===== src/rtl/pixel_decrypt.sv =====
// Receive-side pixel stream decryptor: Bernoulli-map keystream XORed onto each
// accepted pixel, reseeded from the loaded key at every unseeded start of frame.
module pixel_decrypt #(
  parameter int DATA_W = 24,
  parameter int WARMUP = 8
) (
  input  logic              Clk,
  input  logic              Reset,
  input  logic [79:0]       key_in,
  input  logic              key_load,
  input  logic              in_valid,
  output logic              in_ready,
  input  logic [DATA_W-1:0] in_data,
  input  logic              in_sof,
  output logic              out_valid,
  input  logic              out_ready,
  output logic [DATA_W-1:0] out_data,
  output logic              out_sof,
  output logic              keyed
);

  typedef enum logic [1:0] {ST_IDLE, ST_WARMUP, ST_RUN} state_t;

  localparam logic [79:0] BERN_HALF = 80'h4000_0000_0000_0000_0000;
  localparam logic [79:0] BERN_TOP  = 80'h8000_0000_0000_0000_0000;
  localparam logic [7:0]  WARMUP_N  = 8'(WARMUP);

  state_t              state_q, state_d;
  logic [79:0]         k0_q, k0_d;
  logic [79:0]         kr_q, kr_d;
  logic [79:0]         s_q, s_d;
  logic [7:0]          wcnt_q, wcnt_d;
  logic                seeded_q, seeded_d;
  logic                keyed_q, keyed_d;
  logic                ov_q, ov_d;
  logic [DATA_W-1:0]   od_q, od_d;
  logic                os_q, os_d;

  logic [79:0]         s_shift, s_step, kr_step;
  logic                reseed_req, out_free;

  // Doubling map folded into the upper half; the carry out of bit 79 is dropped.
  always_comb begin
    s_shift = {s_q[78:0], 1'b0};
    s_step  = ((s_q < BERN_HALF) ? s_shift : (s_shift + BERN_TOP)) ^ kr_q;
    kr_step = {kr_q[78:0], kr_q[79]};
  end

  assign reseed_req = in_valid && in_sof && !seeded_q;
  assign out_free   = !ov_q || out_ready;

  always_comb begin
    state_d  = state_q;
    k0_d     = k0_q;
    kr_d     = kr_q;
    s_d      = s_q;
    wcnt_d   = wcnt_q;
    seeded_d = seeded_q;
    keyed_d  = keyed_q;
    ov_d     = ov_q;
    od_d     = od_q;
    os_d     = os_q;
    in_ready = 1'b0;

    if (ov_q && out_ready) ov_d = 1'b0;

    case (state_q)
      ST_WARMUP: begin
        s_d    = s_step;
        kr_d   = kr_step;
        wcnt_d = wcnt_q - 8'd1;
        if (wcnt_q == 8'd1) begin
          seeded_d = 1'b1;
          state_d  = ST_RUN;
        end
      end
      ST_RUN: begin
        in_ready = !reseed_req && out_free && !key_load;
        if (reseed_req) begin
          state_d = ST_WARMUP;
          s_d     = k0_q;
          kr_d    = k0_q;
          wcnt_d  = WARMUP_N;
        end else if (in_valid && in_ready) begin
          s_d      = s_step;
          kr_d     = kr_step;
          seeded_d = 1'b0;
          ov_d     = 1'b1;
          od_d     = in_data ^ s_q[79 -: DATA_W];
          os_d     = in_sof;
        end
      end
      default: ;
    endcase

    // A new key preempts everything, including a pending output word.
    if (key_load) begin
      k0_d    = key_in;
      keyed_d = 1'b1;
      ov_d    = 1'b0;
      state_d = ST_WARMUP;
      s_d     = key_in;
      kr_d    = key_in;
      wcnt_d  = WARMUP_N;
    end
  end

  always_ff @(posedge Clk) begin
    if (!Reset) begin
      state_q  <= ST_IDLE;
      k0_q     <= '0;
      kr_q     <= '0;
      s_q      <= '0;
      wcnt_q   <= '0;
      seeded_q <= 1'b0;
      keyed_q  <= 1'b0;
      ov_q     <= 1'b0;
      od_q     <= '0;
      os_q     <= 1'b0;
    end else begin
      state_q  <= state_d;
      k0_q     <= k0_d;
      kr_q     <= kr_d;
      s_q      <= s_d;
      wcnt_q   <= wcnt_d;
      seeded_q <= seeded_d;
      keyed_q  <= keyed_d;
      ov_q     <= ov_d;
      od_q     <= od_d;
      os_q     <= os_d;
    end
  end

  assign out_valid = ov_q;
  assign out_data  = od_q;
  assign out_sof   = os_q;
  assign keyed     = keyed_q;

endmodule


===== config.mk =====
export PLATFORM = sky130hd
export DESIGN_NAME = pixel_decrypt
export DESIGN_NICKNAME = d
export VERILOG_FILES = /design/src/rtl/pixel_decrypt.sv
export SDC_FILE = /design/constraint.sdc
export NUM_CORES = 1
export LEC_CHECK = 0
export BUFFER_PORTS_ARGS = -buffer_cell sky130_fd_sc_hd__buf_4
export CAP_MARGIN = 20
export CORE_MARGIN = 2
export CORE_UTILIZATION = 35
export DETAILED_ROUTE_END_ITERATION = 12
export SLEW_MARGIN = 25
export SYNTH_ARGS = -nofsm -noshare
export SYNTH_HDL_FRONTEND = slang
export SYNTH_SLANG_ARGS = --single-unit

===== constraint.sdc =====
create_clock -name Clk -period 2.2 [get_ports Clk]
set_input_delay 0.22 -clock Clk [delete_from_list [all_inputs] [get_ports Clk]]
set_output_delay 0.22 -clock Clk [all_outputs]
set_load 0.01 [all_outputs]

==> flow_summary_export.csv <==
group,metric,value,unit
sta,tightest_slew,1130,ps
detailed_routing,wl_met1,21500,um
sta,holdWs,63.5,ps
clock_network,clk_pin_slew,60,ps
finish,final_cell_area,17600,um^2
grt,grt_max_degree,168,
logic_synthesis,syn_nets,1773,
clock_network,cts.sinks,278,
setup_path,startpoint_type,"register",
setup_path,cp.required,2580,ps
logic_synthesis,ys_warn_count,0,
clock_network,cts-htree-levels,1,
run_status,status,"complete, no violations",
finish,areaGrowthSynthToFinish,26.0,%
place,place_congestion,0.780,
logic_synthesis,synth_seq_area_share,0.398,
floorplan,io_pins,138,
setup_path,cp-end-kind,"register",
power_and_ir_drop,power_density,728,nW/um^2
place,placed_area,15500,um^2
floorplan,rows,73,
sta,fin_crit_sh,0.961,
logic_synthesis,synth-async-reset-ratio,0,
clock_network,tritoncts,"built",
detailed_routing,met2_length,21000,um
detailed_routing,wirelength,45900,um
detailed_routing,drc,0,
grt,grt_pass1_wl,73600,um
logic_synthesis,ys_types,45,
detailed_routing,wl_met3,2690,um
floorplan,dieArea,41600,um^2
power_and_ir_drop,leakage,0.00636,uW
detailed_routing,ant_nets,0,
sta,relSlewSlack,0.249,
sta,tns,0,ps
detailed_routing,top_layer,"met5",
place,port-buffer-count,137,
detailed_routing,wl_per_cell,19.8,um
clock_network,clockBufferDepth,3,
finish,drive_above_1_share,0.137,
sta,rsz0062_at_grt,"false",
sta,hold_viol,0,
sta,finalCriticalPeriod,2110,ps
floorplan,die_w,204,um
detailed_routing,drt_iter0_markers,1208,
grt,antenna_found_initial,4,
setup_path,criticalPathCategory,"reg -> reg",
finish,finalNetCount,1886,
clock_network,clk_latency,560,ps
clock_network,cts_root_buffer,"clkbuf_16",
sta,fmax,0.473,GHz
detailed_routing,num_vias,13900,
place,hpwl,23900,um
finish,stdcell_count,2323,
power_and_ir_drop,peakVddDrop,0.649,mV
logic_synthesis,synth_cells,1661,
sta,fin_skew,14.6,ps
sta,setup_viol,0,
logic_synthesis,avgSynthCellArea,8.42,um^2
setup_path,arrival,2500,ps
logic_synthesis,ys_ff_latch,278,
setup_path,cp_max_fo,80,
logic_synthesis,ys.flop_type,"dfxtp_1",
grt,globalRouteTotalUtil,0.213,
grt,gr-total-overflow,0,
power_and_ir_drop,finalPower,12800,uW
grt,grt_pass1_vias,13500,
detailed_routing,via_per_inst,5.97,
sta,drv_slew,0,
logic_synthesis,synth_enable_flop_cells,0,
floorplan,fp.dieH,204,um
logic_synthesis,syn-cell-area,14000,um^2
floorplan,core,39500,um^2
place,placedCellCount,2160,
detailed_routing,first_pass_iters,5,
clock_network,cts_made_buffers,30,
run,drv_cap,0,
min_path,hold_path_class,"in -> reg",
floorplan,floorplan.initialDensity,0.353,
## synth_stat cells (all sizes together), types with 4 or more instances
master | instances | area share
buf | 46 | 0.015
and3 | 5 | 0.0022
nor2 | 35 | 0.0094
nand2b | 81 | 0.036
a211oi | 24 | 0.013
a311oi | 79 | 0.049
a21boi | 76 | 0.041
nor3 | 79 | 0.028
nand2 | 86 | 0.023
a31oi | 156 | 0.070
o211ai | 81 | 0.043
o2111ai | 80 | 0.050
a21oi | 169 | 0.061
inv | 4 | 0.0011
dfxtp | 278 | 0.40
xnor2 | 28 | 0.018
clkbuf | 158 | 0.042
nand3 | 6 | 0.0021
xor2 | 78 | 0.049
o21ai | 83 | 0.030
## worst paths after layout
check | from | endpoint | slack, ps | depth (start not counted)
max | seeded_q | s_q[77] | 90 | 6
min | Reset | kr_q[50] | 60 | 3
max reg2reg | seeded_q | s_q[77] | 90 | 6
min reg2reg | k0_q[0] | k0_q[0] | 470 | 2
## flip-flops by register name, indices dropped and copies added, names as in the netlist
name / flops
out_data: 24
k0_q: 80
wcnt_q: 8
s_q: 80
state_q: 2
seeded_q: 1
kr_q: 80
out_sof: 1
keyed: 1
out_valid: 1
## power by group
group          internal, uW  switching, uW
registers              5410            318
logic                   921           1030
clock network          3020           2120
## critical path, stage by stage, from the launching register on
cell       delay, ps
dfxtp_1          350
and3b_4          230
buf_4            150
a2111o_2         550
clkbuf_16        340
a21oi_1          210
a311oi_1          60
## cell type report
cell class,instances,area (um^2)
timing repair buffer,284,2710
sequential,278,5570
clock buffer,41,883
tap,525,657
inverter,5,28.8
clock inverter,12,116
antenna,3,7.51
multi-input combinational,1175,7640
fill,3848,21900
## cell usage in the layout, fill, tap and decap left out, types with 2 or more instances in the layout
master and n:
dfxtp_1 278, a21oi_1 169, a31oi_1 156, buf_4 153, dlygate4sd3_1 105, nand2_1 85
o21ai_0 83, o211ai_1 81, o2111ai_1 80, nand2b_1 80, nor3_1 79, a311oi_1 79
xor2_1 78, a21boi_0 76, nor2_1 34, clkbuf_16 32, xnor2_1 28, a211oi_1 24
buf_12 19, clkbuf_8 8, clkinv_2 8, nand3_1 5, and3_1 4, diode_2 3
a31o_2 3, nor4_1 3, inv_1 3, clkbuf_1 3, buf_6 3, or4_1 2
inv_6 2, or3_1 2, ha_1 2, bufinv_16 2, buf_16 2
## cells by family (layout without fill, tap and decap cells)
kind of cell,count (synthesis),in the layout,share of synthesized area
buf+inv,209,342,0.0589
fa+ha+maj,2,2,0.00179
mux,1,1,0.000716
simple gates,307,308,0.110
other cells,0,3,0
compound gates,758,758,0.365
xor+xnor,106,106,0.0664
flops,278,278,0.398
## metrics by stage
stage | utilization | worst slack [ps]
3_3_place_gp | 0.392 | 33.3
6_report | 0.445 | 85.7
2_1_floorplan | - | 347
5_1_grt | 0.445 | 6.76
4_1_cts | 0.444 | 2.25
3_5_place_dp | 0.392 | 0.696
## timing repair
action,CTS,global route
endpoints found under the hold margin,207,0
setup endpoints to repair,8,95
pin swaps,1,0
resized for setup,0,5
hold buffers,105,0
buffers inserted,0,0
cloned,1,1
## layer usage
metal	vias up	GRT usage
met5	-	0
met4	2	0.0537
li1	6592	-
met3	57	0.0258
met2	475	0.346
met1	6734	0.298
Note: power is estimated with default switching activity, not from simulation.
